$ cat src/rtl/uart_tx_arbiter.sv
// uart_tx_arbiter: shares one uart_transmitter write port among NUM_REQ byte
// streams. Grants are round-robin per message, capped at MAX_BURST bytes per
// grant. Accepted bytes reach the transmitter one cycle later through a single
// register stage. The block also holds the transmitter's runtime configuration,
// which only follows cfg_* while no grant is active.
module uart_tx_arbiter #(
  parameter int NUM_REQ   = 4,
  parameter int MAX_BURST = 16,
  localparam int GID_W    = $clog2(NUM_REQ),
  localparam int CNT_W    = (MAX_BURST == 0) ? 1 : $clog2(MAX_BURST + 1)
) (
  input  logic                 clock,
  input  logic                 reset,
  input  logic [NUM_REQ-1:0]   req_valid,
  input  logic [NUM_REQ*8-1:0] req_data,
  input  logic [NUM_REQ-1:0]   req_last,
  output logic [NUM_REQ-1:0]   req_ready,
  input  logic [1:0]           cfg_baudrate_select,
  input  logic [5:0]           cfg_threshold,
  output logic                 tx_write_enable,
  output logic [7:0]           tx_data,
  output logic [1:0]           tx_baudrate_select,
  output logic [5:0]           tx_buffer_full_threshold,
  input  logic                 tx_buffer_full,
  output logic [GID_W-1:0]     grant_id,
  output logic                 busy
);

  typedef enum logic {
    IDLE  = 1'b0,
    GRANT = 1'b1
  } state_t;

  state_t             state_q, state_d;
  logic [GID_W-1:0]   grant_id_q;
  logic [GID_W-1:0]   last_grant_q;
  logic [CNT_W-1:0]   burst_cnt_q;
  logic               tx_we_q;
  logic [7:0]         tx_data_q;
  logic [1:0]         baud_q;
  logic [5:0]         threshold_q;

  logic [7:0]         req_bytes [NUM_REQ];
  logic               pick_found;
  logic [GID_W-1:0]   pick_id;
  logic               accept;
  logic               burst_cap_hit;
  logic               exit_grant;

  // Split the flat data bus into one byte per requester.
  for (genvar g = 0; g < NUM_REQ; g++) begin : g_unpack
    assign req_bytes[g] = req_data[8*g +: 8];
  end

  // Round-robin pick: first valid requester after the last one served.
  always_comb begin
    // NOTE: every signal written here gets a default before any condition so
    // no path leaves it unassigned, which would otherwise infer a latch.
    pick_found = 1'b0;
    pick_id    = '0;
    for (int k = 1; k <= NUM_REQ; k++) begin
      logic [GID_W-1:0] cand;
      cand = GID_W'((int'(last_grant_q) + k) % NUM_REQ);
      if (!pick_found && req_valid[cand]) begin
        pick_found = 1'b1;
        pick_id    = cand;
      end
    end
  end

  // Next state, handshake and grant-exit decode.
  always_comb begin
    state_d       = state_q;
    req_ready     = '0;
    accept        = 1'b0;
    burst_cap_hit = 1'b0;
    exit_grant    = 1'b0;
    unique case (state_q)
      IDLE: begin
        if (pick_found) state_d = GRANT;
      end
      GRANT: begin
        req_ready[grant_id_q] = !tx_buffer_full;
        accept        = req_valid[grant_id_q] && !tx_buffer_full;
        burst_cap_hit = (MAX_BURST != 0) && (int'(burst_cnt_q) + 1 == MAX_BURST);
        exit_grant    = accept && (req_last[grant_id_q] || burst_cap_hit);
        if (exit_grant) state_d = IDLE;
      end
      default: state_d = IDLE;
    endcase
  end

  // State register.
  always_ff @(posedge clock or negedge reset) begin
    // NOTE: sequential state uses non-blocking assignments so every register
    // samples pre-edge values regardless of statement order.
    if (!reset) state_q <= IDLE;
    else        state_q <= state_d;
  end

  // Grant bookkeeping, output write stage and configuration capture.
  always_ff @(posedge clock or negedge reset) begin
    if (!reset) begin
      grant_id_q   <= '0;
      last_grant_q <= GID_W'(NUM_REQ - 1);
      burst_cnt_q  <= '0;
      tx_we_q      <= 1'b0;
      tx_data_q    <= '0;
      baud_q       <= '0;
      threshold_q  <= '0;
    end else begin
      tx_we_q <= accept;
      if (accept) tx_data_q <= req_bytes[grant_id_q];
      unique case (state_q)
        IDLE: begin
          baud_q      <= cfg_baudrate_select;
          threshold_q <= cfg_threshold;
          if (pick_found) begin
            grant_id_q  <= pick_id;
            burst_cnt_q <= '0;
          end
        end
        GRANT: begin
          if (accept && (burst_cnt_q != {CNT_W{1'b1}})) burst_cnt_q <= burst_cnt_q + 1'b1;
          if (exit_grant) last_grant_q <= grant_id_q;
        end
        default: ;
      endcase
    end
  end

  assign tx_write_enable          = tx_we_q;
  assign tx_data                  = tx_data_q;
  assign tx_baudrate_select       = baud_q;
  assign tx_buffer_full_threshold = threshold_q;
  assign grant_id                 = grant_id_q;
  assign busy                     = (state_q == GRANT);

endmodule

$ cat config.mk
export PLATFORM = sky130hd
export DESIGN_NAME = uart_tx_arbiter
export DESIGN_NICKNAME = d
export VERILOG_FILES = /design/src/rtl/uart_tx_arbiter.sv
export SDC_FILE = /design/constraint.sdc
export NUM_CORES = 1
export LEC_CHECK = 0
export CELL_PAD_IN_SITES_DETAIL_PLACEMENT = 1
export CELL_PAD_IN_SITES_GLOBAL_PLACEMENT = 1
export CORE_ASPECT_RATIO = 1.5
export CORE_MARGIN = 3
export CORE_UTILIZATION = 33
export DETAILED_ROUTE_END_ITERATION = 8
export PLACE_DENSITY = 0.94
export SLEW_MARGIN = 5
export SYNTH_ARGS = -nofsm -noshare
export SYNTH_HDL_FRONTEND = slang
export SYNTH_SLANG_ARGS = --single-unit
$ cat constraint.sdc
create_clock -name clock -period 3.9 [get_ports clock]
set_input_delay 0.585 -clock clock [delete_from_list [all_inputs] [get_ports clock]]
set_output_delay 0.585 -clock clock [all_outputs]
set_load 0.02 [all_outputs]
==> key figures <==
Worst setup path
  • Worst-path fanout max: 12
  • CP Class: reg2out
  • Crit path DAT: approximately 2500 ps
  • FF-to-FF End: tx_data[2]
  • CP endpoint kind: output pin
  • Critical path startpoint category: flop
  • Critical R2R Launch: grant_id[0]
  • Reg2Reg Depth: 4
  • CP Data Required Time: between 3000 and 4000 ps
  • R2R Setup Slk: between 1500 and 2000 ps

Placed design
  • Dpl hpwl: between 4000 and 5000 um
  • DP Area: about 0.0024 sq mm
  • I/O Buffers: 74
  • Pre-CTS setup slack: around 880 ps
  • Placed Cells: approximately 260
  • Gpl congestion: between 0.7 and 0.8

Floorplan
  • Initial cell density of the core: 0.345
  • Ports: 75
  • Die H: about 90 um
  • # rows: 30
  • Die width: between 60 and 70 um
  • Die ar.: 0.00563 sq mm
  • Placeable Area: roughly 0.0045 sq mm

Run
  • Max-cap violations: 0

STA
  • Final period util: 0.784
  • Max Freq: ~330 MHz
  • Fin crit period: 3060 ps
  • Slew headroom: 0.223
  • Worst Max-Slew Pin Slew: 1160 ps
  • Worst hold slack: 516 ps
  • Sum Neg Setup Slack: 0 ps
  • RSZ-0062 raised after global routing: no
  • Slew Viols, Final: 0
  • Worst clock skew: 12.7 ps
  • PnR worst setup slack: between 800 and 900 ps
  • Final setup fails: 0
  • Hold Fails Final Rpt: 0

Clocking
  • CTS Buffer Depth: 2
  • Clock sink count: 27
  • Total CTS buffers: 3
  • CTS tree: done
  • H-tree Lvls: 1
  • Clk slew on worst S/H paths: approximately 100 ps
  • Number of hold buffers added after cts: 0
  • PostCTS Resize Cnt: 0
  • Postcts setup bufs: 0
  • Clock root buffer master: clkbuf_8
  • Insertion delay to the later sink of the worst-skew pair: 270 ps

Layout
  • Commonest cells after routing, fill and taps aside: clkdlybuf4s50_1, dfrtp_1, mux2_2, mux2_4
  • Area of the multi-input gates: 832 sq um
  • Layout cells sized above 1: 0.174
  • Commonest non-fill, non-tap cell in the layout: clkdlybuf4s50_1
  • Antenna diode count: 0
  • Fillers: between 400 and 500
  • Final #Nets: ~250
  • Fin cells: 259
  • Utilization after layout: 0.528
  • Register area: approximately 680 sq um
  • Synthesis-to-layout area growth: 53.1%
  • Post-route cell area: around 0.0024 sq mm

Detailed routing
  • Drt first pass iters: 3
  • Detailed Route WL: 5050 um
  • DR WL/cell: 19.5 um
  • Drt first-iter violations: 55
  • Vias per cell: between 5 and 6
  • Via count: between 1000 and 1500
  • Post-route DRC: 0
  • Final ANT Viol Nets: 0

Synthesis
  • Post-Syn Nets: ~180
  • Netlist Area Pre-Place: about 0.0016 sq mm
  • Mean Syn Cell Area: 12.6 sq um
  • Unique masters post-synth: 38
  • Register area share after synthesis: 0.433
  • Yosys warning total: 0
  • #FFs+latches synth: 27
  • Post-synthesis cell count: roughly 120

Global routing
  • Vias in the first global route: 1510
  • Congestion Overflow GR: 0
  • First-pass GRT wire length: 8240 um
  • Pin count of the biggest net entering global routing: 27
  • Total Routing Usage GR: 0.189
  • Number of antenna violations at the first check in global routing: 0

Power and ir drop
  • Pwr/cell area: 676 mW/mm^2
  • Overall Power: ~1.6 mW
  • LEAKAGE: roughly 0.98 nW
  • Maximum VDD drop: roughly 0.22 mV

Hold path
  • Worst Hold Path EP: tx_data[1]
  • Hold depth: 1
  • Hold_sp: tx_data[1]
  • Min-delay worst type: reg2reg

Run status
  • Run status: finished clean
-- synthesized netlist by cell type (all sizes together) --
| library cell | number | area [sq um] |
|---|---|---|
| dfrtp | 25 | 626 |
| mux2 | 16 | 210 |
| mux4 | 10 | 236 |
| nand3 | 7 | 35.0 |
| o21ai | 7 | 35.0 |
| nand2 | 6 | 30.0 |
| buf | 5 | 30.0 |
| nor2b | 5 | 31.3 |
| a21oi | 4 | 20.0 |
| and3 | 4 | 25.0 |
| clkbuf | 3 | 11.3 |
| inv | 3 | 16.3 |
| nand2b | 3 | 18.8 |
| nor2 | 3 | 11.3 |
| a22oi | 2 | 15.0 |
| and3b | 2 | 17.5 |
| dfstp | 2 | 52.6 |
| ha | 2 | 25.0 |
| mux2i | 2 | 20.0 |
| a21o | 1 | 7.51 |
| a221oi | 1 | 8.76 |
| a31o | 1 | 8.76 |
| nand3b | 1 | 11.3 |
| nand4 | 1 | 6.26 |
| nor3b | 1 | 7.51 |
| nor4 | 1 | 6.26 |
| o21bai | 1 | 7.51 |
| o32ai | 1 | 8.76 |
| or2 | 1 | 6.26 |
| or3 | 1 | 6.26 |
| or4 | 1 | 7.51 |
| xnor2 | 1 | 8.76 |
-- layer usage --
layer  GRT usage  vias up  wire length, um
li1            -      606                -
met2       0.385       36             3090
met3      0.0274        4              167
met5           0        -                0
met1       0.196      670             1750
met4      0.0460        0               42
-- logic make-up after synthesis --
kind of cell,count (synthesis),synth area share
compound gates,18,0.0710
xor+xnor,1,0.00559
fa+ha+maj,2,0.0160
buf+inv,11,0.0367
flops,27,0.433
mux,28,0.298
simple gates,37,0.140
-- area by class of cell --
cell class	instances	share of cell area
timing repair buffer	75	0.312
tap	64	0.0334
multi-input combinational	86	0.347
clock buffer	4	0.0188
sequential	27	0.283
inverter	3	0.00678
-- worst max-delay path by stage --
stage,slack (ps),cells after the start,endpoint,start
6_report,840,4,req_ready[1],busy
3_3_place_gp,880,5,req_ready[1],tx_buffer_full
4_1_cts,840,4,req_ready[1],busy
2_1_floorplan,1920,3,req_ready[0],tx_buffer_full
3_5_place_dp,880,5,req_ready[1],tx_buffer_full
5_1_grt,650,4,req_ready[1],busy
-- where the power goes --
| group | switching, mW | internal (mW) |
|---|---|---|
| Combinational | 0.377 | 0.511 |
| Sequential | 0.164 | 0.412 |
| Clock | 0.0849 | 0.0732 |
| Total | 0.626 | 0.996 |
-- registers in the layout, summed over array words and instances, names as in the netlist --
signal / count
tx_write_enable: 1
burst_cnt_q: 5
grant_id: 2
busy: 1
tx_buffer_full_threshold: 6
last_grant_q: 2
tx_data: 8
tx_baudrate_select: 2
-- worst max-delay path, cell delays in order (launching register included) --
cell	delay, ps
dfrtp_1	640
nor2b_1	640
nand2_1	150
nor2_1	140
clkdlybuf4s50_1	620
Power figures use the tool's default switching activity.
==> RTL change 1: new RTL, config.mk and constraints unchanged <==
Change the parameter `MAX_BURST` from 16 to 8.
--- a/src/rtl/uart_tx_arbiter.sv
+++ b/src/rtl/uart_tx_arbiter.sv
@@ -5,7 +5,7 @@
 // which only follows cfg_* while no grant is active.
 module uart_tx_arbiter #(
   parameter int NUM_REQ   = 4,
-  parameter int MAX_BURST = 16,
+  parameter int MAX_BURST = 8,
   localparam int GID_W    = $clog2(NUM_REQ),
   localparam int CNT_W    = (MAX_BURST == 0) ? 1 : $clog2(MAX_BURST + 1)
 ) (
Formal check against the unedited RTL: no difference found for any inputs over 4 cycles, from zero or initial values and one cycle with reset low; that may be too few to reach the edited logic, so the function may still have changed.
==> RTL change 1 against the unedited design <==
- worst setup slack improved by 290 ps
- fmax up 10%
- power fell by 2.6%
- sequential cell count is 1 lower
- clock skew is 11 ps lower
- combinational power decreased by 4.2%
- wire length down 9.6%
- area after synthesis fell by 9.0%
- final area decreased by 7.5%
- critical path type is now in -> out
==> RTL change 1: results (changes against the unedited design) <==
{
  "crit_fanout": {"value": 4, "change": "-8"},
  "rr_endpoint": {"value": "last_grant_q[0]$_DFFE_PN1P_"},
  "total_leakage_power": {"value": 0.896, "unit": "nW", "change": "-8.7%"},
  "synth_compound_area_share": {"value": 6.49, "unit": "%", "change": "-0.61 points"},
  "hpwl": {"value": 3.69, "unit": "mm", "change": "-12%"},
  "distinct_cell_type_count_after_synthesis": {"value": 33, "change": "-13%"},
  "yosys.area_share.adder": {"value": 0.877, "unit": "%", "change": "-0.72 points"},
  "grt.met3_usage": {"value": 4.17, "unit": "%", "change": "+1.4 points"},
  "avgRoutedWirePerCell": {"value": 20.8, "unit": "um", "change": "+6.5%"},
  "ys_top_cells_by_area": {"value": "sky130_fd_sc_hd__dfrtp_1 (42%), sky130_fd_sc_hd__mux2_2 (13%), sky130_fd_sc_hd__mux4_1 (9.2%), sky130_fd_sc_hd__mux4_2 (7.9%), sky130_fd_sc_hd__dfstp_2 (3.7%)"},
  "track_usage": {"value": 18.7, "unit": "%", "change": "-0.17 points"},
  "gp_congestion": {"value": 0.703, "change": "-5.5%"},
  "critical_path.reg2reg.startpoint": {"value": "grant_id[1]$_DFFE_PN0P_"},
  "setup.reg_to_reg.worst_slack": {"value": 1600, "unit": "ps", "change": "-100 ps"},
  "cp_slowest_cell": {"value": "sky130_fd_sc_hd__clkdlybuf4s50_1"},
  "worstMarginPinSlew": {"value": 1160, "unit": "ps", "change": "-1.87 ps"},
  "synthXorXnorAreaFrac": {"value": 0.614, "unit": "%", "change": "+0.055 points"},
  "firstDrtPassIters": {"value": 4, "change": "+1"},
  "grt_use_met2": {"value": 36.9, "unit": "%", "change": "-1.6 points"},
  "internal-power": {"value": 0.972, "unit": "mW", "change": "-2.4%"},
  "finish.net_count": {"value": 228, "change": "-8.4%"},
  "grt_pass1_vias": {"value": 1456, "change": "-3.6%"},
  "min_to": {"value": "tx_buffer_full_threshold[4]$_DFFE_PN0N_"},
  "synth.cells.most_frequent": {"value": "sky130_fd_sc_hd__dfrtp_1 (24), sky130_fd_sc_hd__mux2_2 (16), sky130_fd_sc_hd__nand2_1 (6)"},
  "mappedNetlistNets": {"value": 157, "change": "-11%"},
  "status": {"value": "finished, final reports clean"}
}
RTL change 1: cell types whose count changed after synthesis, moves of 3 or more:
cell	change
sky130_fd_sc_hd__o21ai_0	-5
sky130_fd_sc_hd__buf_2	-3
sky130_fd_sc_hd__mux2_2	+8
sky130_fd_sc_hd__mux2_4	-6
sky130_fd_sc_hd__nor2b_1	-4
sky130_fd_sc_hd__and3_1	-3
sky130_fd_sc_hd__nand3_1	-6
RTL change 1: worst max path at each step:
stage / start / end / slack (ps) / cells past startpoint
6_report: tx_buffer_full / req_ready[1] / 1130 / 5
5_1_grt: busy$_DFF_PN0_ / req_ready[1] / 1050 / 4
4_1_cts: tx_buffer_full / req_ready[1] / 1160 / 5
3_5_place_dp: tx_buffer_full / req_ready[1] / 1160 / 5
3_3_place_gp: tx_buffer_full / req_ready[1] / 1250 / 5
2_1_floorplan: grant_id[0]$_DFFE_PN0P_ / req_ready[0] / 1720 / 3
RTL change 1: stage by stage:
step | instances | util, % | cell area, um2
global placement | 216 | 53.5 | 2170
detailed placement | 216 | 53.5 | 2170
finish | 220 | 54.6 | 2220
floorplan | 105 | - | 1430
CTS | 220 | 54.6 | 2220
global route | 220 | 54.6 | 2220
RTL change 1: worst reg2reg max path, cell delays in order (launching register included):
cell and delay (ps):
sky130_fd_sc_hd__dfrtp_1 780, sky130_fd_sc_hd__mux4_2 630, sky130_fd_sc_hd__nand2_2 300, sky130_fd_sc_hd__o21ba_4 230
sky130_fd_sc_hd__mux2_4 300
RTL change 1: kinds of logic after synthesis:
group / after synthesis
muxes: 31
DFF: 26
and+or+nand+nor: 21
AOI/OAI and AO/OA: 13
buffers and inverters: 12
xor gates and xnor gates: 1
adders and majority gates: 1
RTL change 1: power by group through the flow:
stage | registers, mW | logic, mW | clock network [mW]
4_1_cts | 0.578 | 0.862 | 0.160
5_1_grt | 0.602 | 0.903 | 0.169
2_1_floorplan | 0.609 | 0.450 | 0
6_report | 0.573 | 0.851 | 0.155
3_3_place_gp | 0.562 | 0.809 | 0
3_5_place_dp | 0.582 | 0.850 | 0
RTL change 1: layout make-up:
class	instances	share of cell area, %
Tap cell	45	2.54
Clock buffer	4	2.03
Multi-Input combinational cell	67	32.0
Timing Repair Buffer	74	33.4
Sequential cell	26	29.4
Inverter	4	0.676
RTL change 1: routing by layer:
layer  vias up  wire length [um]
met1       610              1400
li1        533                 -
met3        12               208
met4         0               153
met2        48              2810
met5         -                 0
==> RTL change 2: new RTL, same flow settings <==
Made on the original files. Register the input `cfg_threshold` before use, with the module's reset. The logic sees it one clock later. The other inputs are not delayed to match.
--- a/src/rtl/uart_tx_arbiter.sv
+++ b/src/rtl/uart_tx_arbiter.sv
@@ -30,6 +30,16 @@
     IDLE  = 1'b0,
     GRANT = 1'b1
   } state_t;
+
+  logic [5:0] cfg_threshold_q;
+
+  always_ff @(posedge clock or negedge reset) begin
+    if (!reset) begin
+      cfg_threshold_q <= '0;
+    end else begin
+      cfg_threshold_q <= cfg_threshold;
+    end
+  end
 
   state_t             state_q, state_d;
   logic [GID_W-1:0]   grant_id_q;
@@ -114,7 +124,7 @@
       unique case (state_q)
         IDLE: begin
           baud_q      <= cfg_baudrate_select;
-          threshold_q <= cfg_threshold;
+          threshold_q <= cfg_threshold_q;
           if (pick_found) begin
             grant_id_q  <= pick_id;
             burst_cnt_q <= '0;
Behaviour: not the same (Yosys sat finds a counterexample within 4 cycles, from zero or initial values and one cycle with reset low).
==> RTL change 2 against the unedited design <==
- non-clock buffer count stayed put
- power is 15% higher
- area after synthesis rose by 10%
- wire length fell by 2.7%
- final area grew 10%
- worst setup slack got worse by 88 ps
- sequential cell count is 6 higher
- final cell count increased by 5.0%
- clock power rose by 110%
- count of clock-buffer cells in the layout up 3
- largest power group unchanged
==> RTL change 2: results (changes against the unedited design) <==
{
  "grt_first_pass_wirelength": {"value": 7.60, "unit": "mm", "change": "-7.8%"},
  "setup.reg_to_reg.worst_slack": {"value": 1670, "unit": "ps", "change": "-30 ps"},
  "cp-endpoint": {"value": "req_ready[0]"},
  "track_usage": {"value": 16.5, "unit": "%", "change": "-2.4 points"},
  "fin_crit_sh": {"value": 80.7, "unit": "%", "change": "+2.3 points"},
  "switching_share": {"value": 35.3, "unit": "%", "change": "-3.3 points"},
  "status": {"value": "finished, final reports clean"},
  "comb-power": {"value": 0.898, "unit": "mW", "change": "+1%"},
  "grt_pass1_vias": {"value": 1476, "change": "-2.3%"},
  "worst_ep_arrival_time": {"value": 2560, "unit": "ps", "change": "+90 ps"},
  "syn-instance-count": {"value": 130, "change": "+4.8%"},
  "cts_max_level": {"value": 2, "change": "+1"},
  "firstDrtPassIters": {"value": 4, "change": "+1"},
  "timing.critical_path.slowest_cell_delay": {"value": 720, "unit": "ps", "change": "+80 ps"},
  "clkTransAtPathRegs": {"value": 70, "unit": "ps", "change": "-30 ps"},
  "min_to": {"value": "tx_buffer_full_threshold[5]$_DFFE_PN0N_"},
  "yosys.area_share.adder": {"value": 1.45, "unit": "%", "change": "-0.15 points"},
  "finish.net_count": {"value": 258, "change": "+3.6%"},
  "portion_of_netlist_area_occupied_by_mux_cells": {"value": 27.4, "unit": "%", "change": "-2.4 points"},
  "drtIter0Drc": {"value": 28, "change": "-49%"},
  "cts_buffers": {"value": 5, "change": "+2"},
  "route.final.wire_length": {"value": 4.92, "unit": "mm", "change": "-2.7%"},
  "irDropWorstVdd": {"value": 0.000264, "unit": "V", "change": "+19%"},
  "hpwl": {"value": 3.79, "unit": "mm", "change": "-9.8%"},
  "cp_slowest_cell": {"value": "sky130_fd_sc_hd__nor2b_1"},
  "final.setup_skew": {"value": 5.21, "unit": "ps", "change": "-7.46 ps"},
  "synth-seq-area-share": {"value": 47.8, "unit": "%", "change": "+4.6 points"},
  "total_leakage_power": {"value": 1.12, "unit": "nW", "change": "+14%"},
  "mappedNetlistNets": {"value": 183, "change": "+3.4%"},
  "ys_top_cells_by_area": {"value": "sky130_fd_sc_hd__dfrtp_1 (45%), sky130_fd_sc_hd__mux4_1 (7.6%), sky130_fd_sc_hd__mux2_4 (6.9%), sky130_fd_sc_hd__mux4_2 (6.5%), sky130_fd_sc_hd__mux2_2 (5.2%)"},
  "power.sequential.fraction": {"value": 34.4, "unit": "%", "change": "-1.1 points"},
  "drive_above_1_share": {"value": 17.0, "unit": "%", "change": "-0.45 points"},
  "routed_via_density": {"value": 5.13, "change": "+0.86%"},
  "synth_compound_area_share": {"value": 6.65, "unit": "%", "change": "-0.46 points"},
  "synthXorXnorAreaFrac": {"value": 0.506, "unit": "%", "change": "-0.053 points"},
  "cellPowerDensity": {"value": 706, "unit": "mW/mm2", "change": "+4.5%"},
  "post-place-ws": {"value": 813, "unit": "ps", "change": "-69.9 ps"},
  "gp_congestion": {"value": 0.751, "change": "+0.93%"},
  "fin_hold_ws": {"value": 480, "unit": "ps", "change": "-36.1 ps"},
  "crit_fanout": {"value": 13, "change": "+1"}
}
-- RTL change 2: cell types whose count changed in the layout (fill, tap and decap cells not counted), moves of 2 or more --
cell	before	now
sky130_fd_sc_hd__o221ai_1	0	2
sky130_fd_sc_hd__mux4_1	3	5
sky130_fd_sc_hd__dfrtp_1	25	31
sky130_fd_sc_hd__mux4_2	7	5
sky130_fd_sc_hd__clkbuf_8	3	6
sky130_fd_sc_hd__inv_1	2	4
sky130_fd_sc_hd__a21oi_1	4	2
-- RTL change 2: cell type report --
cell class / count / area [um2]
timing repair buffer: 75 / 748
multi-input combinational: 85 / 842
clock inverter: 1 / 30.0
sequential: 33 / 828
fill: 556 / 2320
tap: 66 / 82.6
inverter: 5 / 23.8
clock buffer: 7 / 86.3
-- RTL change 2: layer usage --
layer	vias up	track usage (%)	share of wire (%)	wire, um
met5	-	0	0	0
met4	0	7.44	1.9	91
met3	10	4.88	8.3	408
met2	65	28.6	51	2530
met1	683	18.5	38	1880
li1	636	-	-	-
